File: config.mk
export PLATFORM = sky130hd
export DESIGN_NAME = decode_stage
export DESIGN_NICKNAME = d
export VERILOG_FILES = /design/src/rtl/lc3_pkg.sv /design/src/rtl/decode_ctrl_lut.sv /design/src/rtl/decode_stage.sv
export SDC_FILE = /design/constraint.sdc
export NUM_CORES = 1
export LEC_CHECK = 0
export ABC_AREA = 1
export BUFFER_PORTS_ARGS = -buffer_cell sky130_fd_sc_hd__buf_4
export CORE_MARGIN = 8
export CORE_UTILIZATION = 46
export DETAILED_ROUTE_END_ITERATION = 12
export GPL_TIMING_DRIVEN = 0
export PLACE_DENSITY = 0.88
export SYNTH_ARGS = -nofsm -noshare
export SYNTH_HDL_FRONTEND = slang
export SYNTH_SLANG_ARGS = --single-unit
export TNS_END_PERCENT = 100
File: constraint.sdc
create_clock -name clock -period 1 [get_ports clock]
set_clock_uncertainty 0.1 [all_clocks]
set_input_delay 0.2 -clock clock [delete_from_list [all_inputs] [get_ports clock]]
set_output_delay 0.2 -clock clock [all_outputs]
set_load 0.05 [all_outputs]
File: src/rtl/lc3_pkg.sv
// lc3_pkg: opcodes, control-field encodings and the execute control struct for the LC-3 decode stage
package lc3_pkg;
    localparam logic [3:0] OP_BR  = 4'b0000;
    localparam logic [3:0] OP_ADD = 4'b0001;
    localparam logic [3:0] OP_LD  = 4'b0010;
    localparam logic [3:0] OP_ST  = 4'b0011;
    localparam logic [3:0] OP_AND = 4'b0101;
    localparam logic [3:0] OP_LDR = 4'b0110;
    localparam logic [3:0] OP_STR = 4'b0111;
    localparam logic [3:0] OP_NOT = 4'b1001;
    localparam logic [3:0] OP_LDI = 4'b1010;
    localparam logic [3:0] OP_STI = 4'b1011;
    localparam logic [3:0] OP_JMP = 4'b1100;
    localparam logic [3:0] OP_LEA = 4'b1110;

    localparam logic [1:0] ALU_ADD = 2'b00;
    localparam logic [1:0] ALU_AND = 2'b01;
    localparam logic [1:0] ALU_NOT = 2'b10;

    localparam logic [1:0] PC1_OFF11 = 2'b00;
    localparam logic [1:0] PC1_OFF9  = 2'b01;
    localparam logic [1:0] PC1_OFF6  = 2'b10;
    localparam logic [1:0] PC1_ZERO  = 2'b11;

    localparam logic [1:0] W_ALU    = 2'b00;
    localparam logic [1:0] W_MEM    = 2'b01;
    localparam logic [1:0] W_PCADDR = 2'b10;

    typedef struct packed {
        logic [1:0] alu_control;
        logic [1:0] pcselect1;
        logic       pcselect2;
        logic       op2select;
    } e_ctrl_t;
endpackage

File: src/rtl/decode_ctrl_lut.sv
// decode_ctrl_lut: combinational opcode/IR[5] to execute, writeback and memory control words
//   opcode   in  4  instruction bits [15:12]
//   ir5      in  1  instruction bit 5 (immediate flag for ADD/AND)
//   e_ctrl   out 6  {alu_control, pcselect1, pcselect2, op2select}
//   w_ctrl   out 2  writeback source select
//   m_ctrl   out 1  indirect memory access
//   illegal  out 1  opcode not supported by this pipeline
module decode_ctrl_lut
    import lc3_pkg::*;
(
    input  logic [3:0] opcode,
    input  logic       ir5,
    output e_ctrl_t    e_ctrl,
    output logic [1:0] w_ctrl,
    output logic       m_ctrl,
    output logic       illegal
);
    always_comb begin
        e_ctrl  = '0;
        illegal = 1'b0;
        case (opcode)
            OP_ADD: e_ctrl.op2select = ~ir5;
            OP_AND: begin
                e_ctrl.alu_control = ALU_AND;
                e_ctrl.op2select   = ~ir5;
            end
            OP_NOT: e_ctrl.alu_control = ALU_NOT;
            OP_BR, OP_LD, OP_LDI, OP_LEA, OP_ST, OP_STI: begin
                e_ctrl.pcselect1 = PC1_OFF9;
                e_ctrl.pcselect2 = 1'b1;
            end
            OP_LDR, OP_STR: e_ctrl.pcselect1 = PC1_OFF6;
            OP_JMP: e_ctrl.pcselect1 = PC1_ZERO;
            default: illegal = 1'b1;
        endcase
    end

    assign w_ctrl = (opcode == OP_LD || opcode == OP_LDR || opcode == OP_LDI) ? W_MEM :
                    (opcode == OP_LEA) ? W_PCADDR : W_ALU;
    assign m_ctrl = (opcode == OP_LDI || opcode == OP_STI);
endmodule

File: src/rtl/decode_stage.sv
// decode_stage: LC-3 pipeline decode stage registering IR/npc and the control words derived from them
//   clock          in  1   rising-edge clock
//   reset          in  1   asynchronous active-low reset
//   dout           in  DW  instruction word from instruction memory
//   npc_in         in  DW  next PC from fetch
//   enable_decode  in  1   capture and decode this cycle
//   IR, npc_out    out DW  registered instruction and npc
//   E_control      out 6   execute control word
//   W_control      out 2   writeback source select
//   Mem_control    out 1   indirect memory access (LDI/STI)
//   decode_valid   out 1   outputs hold an enabled decode
//   illegal_op     out 1   unsupported opcode; registered only when DECODE_ILLEGAL_OP_EN is defined
module decode_stage
    import lc3_pkg::*;
#(
    parameter int DW = 16
) (
    input  logic          clock,
    input  logic          reset,
    input  logic [DW-1:0] dout,
    input  logic [DW-1:0] npc_in,
    input  logic          enable_decode,
    output logic [DW-1:0] IR,
    output logic [DW-1:0] npc_out,
    output logic [5:0]    E_control,
    output logic [1:0]    W_control,
    output logic          Mem_control,
    output logic          decode_valid,
    output logic          illegal_op
);
    e_ctrl_t    lut_e;
    logic [1:0] lut_w;
    logic       lut_m;
    logic       lut_illegal;

    decode_ctrl_lut u_lut (
        .opcode  (dout[15:12]),
        .ir5     (dout[5]),
        .e_ctrl  (lut_e),
        .w_ctrl  (lut_w),
        .m_ctrl  (lut_m),
        .illegal (lut_illegal)
    );

    // Controls are decoded from dout, not IR, so they land in the same edge as IR.
    always_ff @(posedge clock or negedge reset) begin
        if (!reset) begin
            IR           <= '0;
            npc_out      <= '0;
            E_control    <= '0;
            W_control    <= '0;
            Mem_control  <= 1'b0;
            decode_valid <= 1'b0;
        end else if (enable_decode) begin
            IR           <= dout;
            npc_out      <= npc_in;
            E_control    <= lut_e;
            W_control    <= lut_w;
            Mem_control  <= lut_m;
            decode_valid <= 1'b1;
        end
    end

`ifdef DECODE_ILLEGAL_OP_EN
    always_ff @(posedge clock or negedge reset) begin
        if (!reset)
            illegal_op <= 1'b0;
        else if (enable_decode)
            illegal_op <= lut_illegal;
    end
`else
    logic unused_illegal;
    assign unused_illegal = lut_illegal;
    assign illegal_op     = 1'b0;
`endif
endmodule
# --- Word level (Yosys, flattened, before mapping) ---
# Index checks and enable logic that the tools add are counted.
classes:
  muxes: 6
  n_eq_ne: 11
  reduce_logical: 7
  n_bitwise: 1
ops:
  columns: ["cell", "n"]
  rows:
  - ["equality test 4 bit (second input constant)", 5]
  - ["equality test 4 x 3 -> 1 bit (second input constant)", 3]
  - ["equality test 4 x 2 -> 1 bit (second input constant)", 2]
  - ["case mux 2 bit (3 select lines)", 1]
  - ["OR reduction 6 bit", 1]
  - ["equality test 4 x 1 -> 1 bit (second input constant)", 1]
  - ["logical NOT 4 bit", 1]
  - ["two-way mux 2 bit", 2]
  - ["case mux 2 bit (2 select lines)", 1]
  - ["OR reduction 2 bit", 2]
  - ["logical OR 1 bit", 3]
  - ["two-way mux 1 bit", 2]
  - ["inverter 1 bit", 1]
totals:
  elab_cells: 31
  regBits: 42

# --- Depth between registers and ports, before layout ---
# Gate-level depths: netlist of the first run.
logic_depth:
  depth_word: 4
  depth_mapped: 7
  depth_no_buf: 6

# --- Hierarchy ---
# Synthesis of the first run repeated with hierarchy kept, for this count alone.
unflattened:
  hier_cells: 206
  area_unflattened_um2: 1811.7
by_module_without_submodules:
  columns: ["mod", "area_per_inst_um2", "n_inst", "cells_each", "seq_area_each_um2"]
  rows:
  - ["decode_stage", 1699.1, 1, 178, 1051.0]
  - ["decode_ctrl_lut", 112.6, 1, 28, 0.0]

# --- Worst setup path before layout of the first run ---
# No wires, ideal clock.
synth_timing:
  path_type: "register -> register"
  from: "register, netlist name E_control[2]"
  to: "register E_control[2]"
  slack_ns: -0.081
  t_arrival_ns: 0.861
  required_ns: 0.781
  stages_incl_launch_ff: 4
  period_less_slack_ns: 1.081
  cell_sequence: "dfrtp_1 -> nand2_1 -> a21boi_1 -> nand2_1"
synth_rtl:
  columns: ["element", "line", "source"]
  rows:
  - ["to (signal assigned)", "decode_stage.sv:57", "E_control <= lut_e;"]
  - ["to (decl)", "decode_stage.sv:25", "output logic [5:0] E_control,"]

# --- Worst setup path after layout of the first run ---
layout_timing:
  from: "register E_control[4]"
  to: "output E_control[4]"
# No word-level cell between the ends.

==> impl_metrics.csv, run 1 <==
group,metric,value,unit
yosys,syn-num-nets,224,
sta,rsz0062_at_grt,"yes",
global_route,overflow,0,
sta,report.final.slew_viol_count,0,
setup_path,worstSetupStartpointType,"flip-flop",
clock_tree,clk_path_buf_depth,2,
yosys,ys_ff_latch,42,
layout,multi_input_area,549,um2
yosys,synth_cells,189,
yosys,ys.flop_type,"dfrtp_1",
clock_tree,cts-htree-levels,2,
layout,syn2layout_area_growth,62.7,%
setup_path,slowest_stage,"dfrtp_1",
layout,fillers,245,
setup_path,crit_family,"flip-flops",
setup_path,slowest_delay,0.42,ns
layout,fin_cells,344,
routing,antenna_left,0,
layout,drive_above_1_share,0.416,
setup_path,regToRegSetupSlack,0,ns
run_status,violations,"setup timing",
floorplan,coreArea,3610,um2
clock_tree,numCtsBuffers,5,
routing,drt_wl_total,4800,um
routing,wl_per_cell,14.0,um
placed_design,postPlaceCellArea,2310,um2
setup_path,r2r_end,"E_control[2]",
hold_path,worstHoldPathCells,3,
setup_path,ff2ff_path_depth,4,
sta,finalCritPeriodShare,1.17,
routing,vias,1607,
yosys,yosys.cell_types.count,21,
floorplan,top_level_ports,78,
setup_path,endpoint_kind,"output pin",
power,max-vdd-ir-drop,0.000909,V
sta,setup_slack,-0.166,ns
clock_tree,cts_tree,"built",
setup_path,crit_type,"flip-flop to output pin",
clock_tree,clock_latency,0.29,ns
routing,drtPass1Iterations,4,
setup_path,worstPathArrival,0.87,ns
yosys,synth_top_cell_area_share,0.622,
yosys,synthArstFlopShare,1.00,
power,leakagePower,1.53,nW
hold_path,hp-start,"npc_in[13]",
layout,antenna_cells,0,
setup_path,path_cells,"buf_6",
placed_design,place_inst,312,
yosys,ys_seq_area_frac,0.622,
floorplan,floorplan.die_area,5870,um2
clock_tree,cts_sinks,42,
floorplan,placement_rows,22,
floorplan,dieWidth,76.6,um
yosys,synth_top_area_cell,"dfrtp_1",
setup_path,regToRegStartpoint,"E_control[2]",
routing,drc,0,
global_route,track_usage,0.149,
sta,hold_violations,0,
global_route,antenna_found_initial,0,
placed_design,dpl.hpwl,3080,um
yosys,yosysMostFrequentCell,"nand2_1",
layout,final_area,2750,um2
hold_path,min_to,"npc_out[13]",
placed_design,port_buffers,75,
yosys,syn-cell-area,1690,um2
sta,setup_violations,44,
setup_path,cp.required,0.70,ns
sta,fmax,857,MHz
layout,final_nets,330,
clock_tree,cts.clk_slew.worst_paths,0.08,ns
hold_path,holdCritPathClass,"input pin to flip-flop",
floorplan,die_h,76.6,um
global_route,grt_pass1_wl,7180,um
layout,regArea,1050,um2
setup_path,worst-path-buf-inv,1,
run_status,outcome,"complete, but fails checks",
routing,drt-initial-drc-count,84,
global_route,grt_pass1_vias,1609,
clock_tree,root_buffer,"clkbuf_8",
yosys,synth.area.top_cells,"dfrtp_1 62%, nand2_1 24%, buf_6 2.0%, buf_4 1.8%, nor2_1 1.3%",
routing,vias_per_cell,4.67,
job,maxCapViolations,0,
yosys,syn_avg_cell_area,8.94,um2
placed_design,dp_slack,-0.0400,ns
global_route,grt_max_degree,43,
power,p_per_area,1570,nW/um2
placed_design,place_congestion,0.874,
yosys,ys_warn_count,0,
yosys,synth_edf_count,0,
floorplan,start_util,0.468,
setup_path,crit_path_max_fanout,2,
sta,fin_crit,1.17,ns
yosys,synthTopCellsByCount,"108 x nand2_1, 42 x dfrtp_1, 6 x nor2_1",
## power breakdown
part,total [W],switching [W],internal [W]
registers,0.00194,0.000102,0.00184
clock network,0.00102,0.000523,0.000496
logic,0.00136,0.000819,0.000540
## cell families (layout without fill, tap and decap cells)
| family | after synthesis | after routing | synth area share |
|---|---|---|---|
| DFF | 42 | 42 | 0.622 |
| buffers and inverters | 15 | 122 | 0.0585 |
| and+or+nand+nor | 124 | 124 | 0.293 |
| other | 1 | 1 | 0.00222 |
| AOI/OAI and AO/OA | 7 | 7 | 0.0237 |
## stage by stage
stage | hold WS, ns | power (W) | utilization | TNS [ns]
2_1_floorplan | -0.196 | 0.00265 | - | -0.000554
3_3_place_gp | 0.109 | 0.00307 | 0.642 | -0.0538
3_5_place_dp | 0.112 | 0.00309 | 0.642 | -0.0760
4_1_cts | 0.00239 | 0.00424 | 0.725 | -6.02
5_1_grt | 0.0114 | 0.00449 | 0.762 | -6.97
6_report | 0.00644 | 0.00432 | 0.762 | -5.83
## worst max path at each step
stage | from | endpoint | slack, ns | depth (start not counted)
3_5_place_dp | dout[15] | E_control[2] | -0.04 | 7
3_3_place_gp | dout[15] | E_control[2] | -0.03 | 7
6_report | E_control[4] | E_control[4] | -0.17 | 1
4_1_cts | E_control[2] | E_control[2] | -0.16 | 1
2_1_floorplan | E_control[2] | E_control[2] | -0.0006 | 3
5_1_grt | E_control[4] | E_control[4] | -0.19 | 1
## routing by layer
metal	global-route usage	part of all wire
met5	0	0
met4	0.0442	0.010
met3	0.0743	0.069
met2	0.251	0.53
met1	0.159	0.39
## repair_timing
| action | in CTS | in global routing |
|---|---|---|
| setup endpoints to repair | 42 | 44 |
| resized for setup | 42 | 4 |
| endpoints found under the hold margin | 42 | 0 |
| pin swaps | 0 | 1 |
| hold buffers | 1 | 0 |
| buffers inserted | 7 | 16 |
| cloned | 0 | 0 |
## registers in the layout, indices dropped and copies added, names as in the netlist
| name | flops |
|---|---|
| E_control | 6 |
| IR | 16 |
| Mem_control | 1 |
| W_control | 2 |
| decode_valid | 1 |
| npc_out | 16 |
## layout make-up
cell class                      count  area share
Buffer                              9      0.0269
Multi-Input combinational cell    132       0.200
Inverter                            6     0.00910
Clock buffer                        8      0.0291
Timing Repair Buffer               99       0.330
Sequential cell                    42       0.383
Tap cell                           48      0.0218
## cell usage in the layout (no fill, tap or decap)
master and instances:
nand2_2 2, inv_1 4, o211ai_1 1, buf_4 59, dfrtp_2 2, nor2_4 1
or2_1 1, nor2_2 1, nand2_4 1, nand4_1 1, buf_6 46, o21ai_0 2
dfrtp_1 40, clkbuf_8 5, nor2_1 6, conb_1 1, a21boi_2 1, inv_2 1
inv_4 1, o21ai_2 1, clkbuf_1 3, nand3_1 4, nand2_1 107, o21ai_1 2
dlygate4sd3_1 1, buf_2 2
Power figures use the tool's default switching activity.
==> inputs of run 2 (changes only) <==
PLACE_DENSITY = 0.79   (was 0.88)
REMOVE_ABC_BUFFERS = 1   (was not set)
==> run 2 against run 1 <==
Compared with the run above:
- setup slack better by 0.021 ns
- sequential cell count unchanged
- clock power up 6%
- the flow still finishes with violations (setup timing)
- register-to-register slack better by 0.03 ns
- largest power group unchanged
- total power about the same
- largest cell class unchanged
- core utilization down 2.4 points
- via count down 5.7%
- critical path depth unchanged
==> impl_metrics.csv, run 2 (synthesis gave the netlist of run 1 again) <==
group,metric,value,unit
setup_path,critPathLaunch,"npc_out[13]",
setup_path,path_cells,"buf_6",
setup_path,regToRegStartpoint,"IR[15]",
sta,worst_pin_slew,0.522,ns
setup_path,crit_type,"flip-flop to output pin",
sta,setup_violations,42,
routing,drt-initial-drc-count,65,
setup_path,cp.required,0.70,ns
hold_path,hp-start,"npc_in[6]",
routing,antenna_left,0,
clock_tree,root_buffer,"clkbuf_8",
floorplan,top_level_ports,78,
routing,drt_wl_total,4280,um
sta,setup_tns,-5.53,ns
global_route,track_usage,0.142,
placed_design,place_congestion,0.741,
job,maxCapViolations,0,
sta,report.final.slew_viol_count,0,
sta,hold_violations,0,
power,max-vdd-ir-drop,0.000905,V
routing,wl_per_cell,12.9,um
clock_tree,cts_sinks,42,
clock_tree,cts.clk_slew.worst_paths,0.07,ns
layout,final_area,2660,um2
routing,vias,1516,
routing,drc,0,
layout,drive_above_1_share,0.384,
power,leakagePower,1.48,nW
placed_design,postPlaceCellArea,2250,um2
floorplan,floorplan.die_area,5870,um2
routing,drtPass1Iterations,4,
sta,rsz0062_at_grt,"yes",
floorplan,dieWidth,76.6,um
floorplan,start_util,0.468,
setup_path,worstSetupStartpointType,"flip-flop",
clock_tree,cts_tree,"built",
routing,vias_per_cell,4.57,
layout,top_regs,"IR (16), npc_out (16), E_control (6)",
setup_path,crit_family,"flip-flops",
global_route,grt_pass1_vias,1593,
layout,mostFrequentLayoutCell,"nand2_1",
clock_tree,clock_latency,0.28,ns
run_status,outcome,"complete, but fails checks",
setup_path,slowest_stage,"dfrtp_1",
power,finalPower,0.00432,W
global_route,antenna_found_initial,0,
setup_path,slowest_delay,0.40,ns
placed_design,port_buffers,76,
layout,layout_common_cells,"108 x nand2_1, 52 x buf_4, 42 x dfrtp_1, 42 x buf_6",
power,p_per_area,1620,nW/um2
sta,fin_crit,1.14,ns
setup_path,worst-path-buf-inv,1,
clock_tree,cts-htree-levels,2,
layout,final_nets,318,
setup_path,crit_path_max_fanout,2,
floorplan,coreArea,3610,um2
global_route,grt_max_degree,47,
placed_design,dpl.hpwl,2840,um
global_route,overflow,0,
sta,fmax,873,MHz
hold_path,holdCritPathClass,"input pin to flip-flop",
layout,syn2layout_area_growth,57.6,%
sta,finalCritPeriodShare,1.14,
sta,setup_slack,-0.145,ns
sta,relSlewSlack,0.652,
floorplan,placement_rows,22,
layout,antenna_cells,0,
global_route,grt_pass1_wl,6930,um
setup_path,endpoint_kind,"output pin",
run_status,violations,"setup timing",
placed_design,place_inst,304,
clock_tree,clk_path_buf_depth,2,
layout,fin_cells,332,
clock_tree,numCtsBuffers,5,
floorplan,die_h,76.6,um
setup_path,worstPathArrival,0.84,ns
==> run 2: stage by stage <==
stage | setup slack [ns] | hold slack, ns | utilization
detailed placement | -0.397 | 0.113 | 0.623
global placement | -0.400 | 0.117 | 0.623
CTS | -0.159 | 0.00285 | 0.709
global route | -0.192 | 0.0104 | 0.738
floorplan | -0.0808 | -0.196 | -
finish | -0.145 | 0.0119 | 0.738
==> run 2: path summary, 6_finish.rpt <==
path                                     to  slack [ns]  cells past startpoint
worst min register to register        IR[4]        0.40                      2
worst max register to register       IR[15]        0.03                      4
min in group asynchronous             IR[8]        0.34                      2
max in group asynchronous            IR[14]        0.09                      2
worst max-delay path            npc_out[13]       -0.14                      1
worst min-delay path             npc_out[6]        0.01                      3
==> run 2: timing repair <==
action                                  in CTS  in global routing
setup buffers                                6                 13
resized for setup                           44                  2
hold buffers                                 1                  0
pin swaps                                    0                  0
endpoints found under the hold margin       42                  0
endpoints found under the setup margin      46                 44
==> run 2: worst reg2reg max path, cell delays in order (launching register included) <==
cell and delay (ns):
dfrtp_1 0.40, buf_4 0.14, buf_4 0.12, nand2_1 0.05
o21ai_1 0.06
==> run 2: power by group <==
group / internal [W] / switching (W) / leakage [nW]
clock network: 0.000557 / 0.000526 / 0.0482
logic: 0.000504 / 0.000798 / 0.909
registers: 0.00184 / 0.0000999 / 0.518
==> run 2: area by class of cell <==
cell class / instances / area [um2]
clock buffers: 7 / 86.3
well taps: 48 / 60.1
inverters: 6 / 27.5
repair buffers: 96 / 888
fillers: 278 / 945
flip-flops and latches: 42 / 1050
multi-input cells: 132 / 543
clock inverters: 1 / 5.00
==> run 2: routing by layer <==
layer  track usage  vias up  routed length [um]
met1         0.152      711                1810
met2         0.241       47                2140
li1              -      756                   -
met3        0.0743        2                 313
met5             0        -                   0
met4        0.0346        0                  17
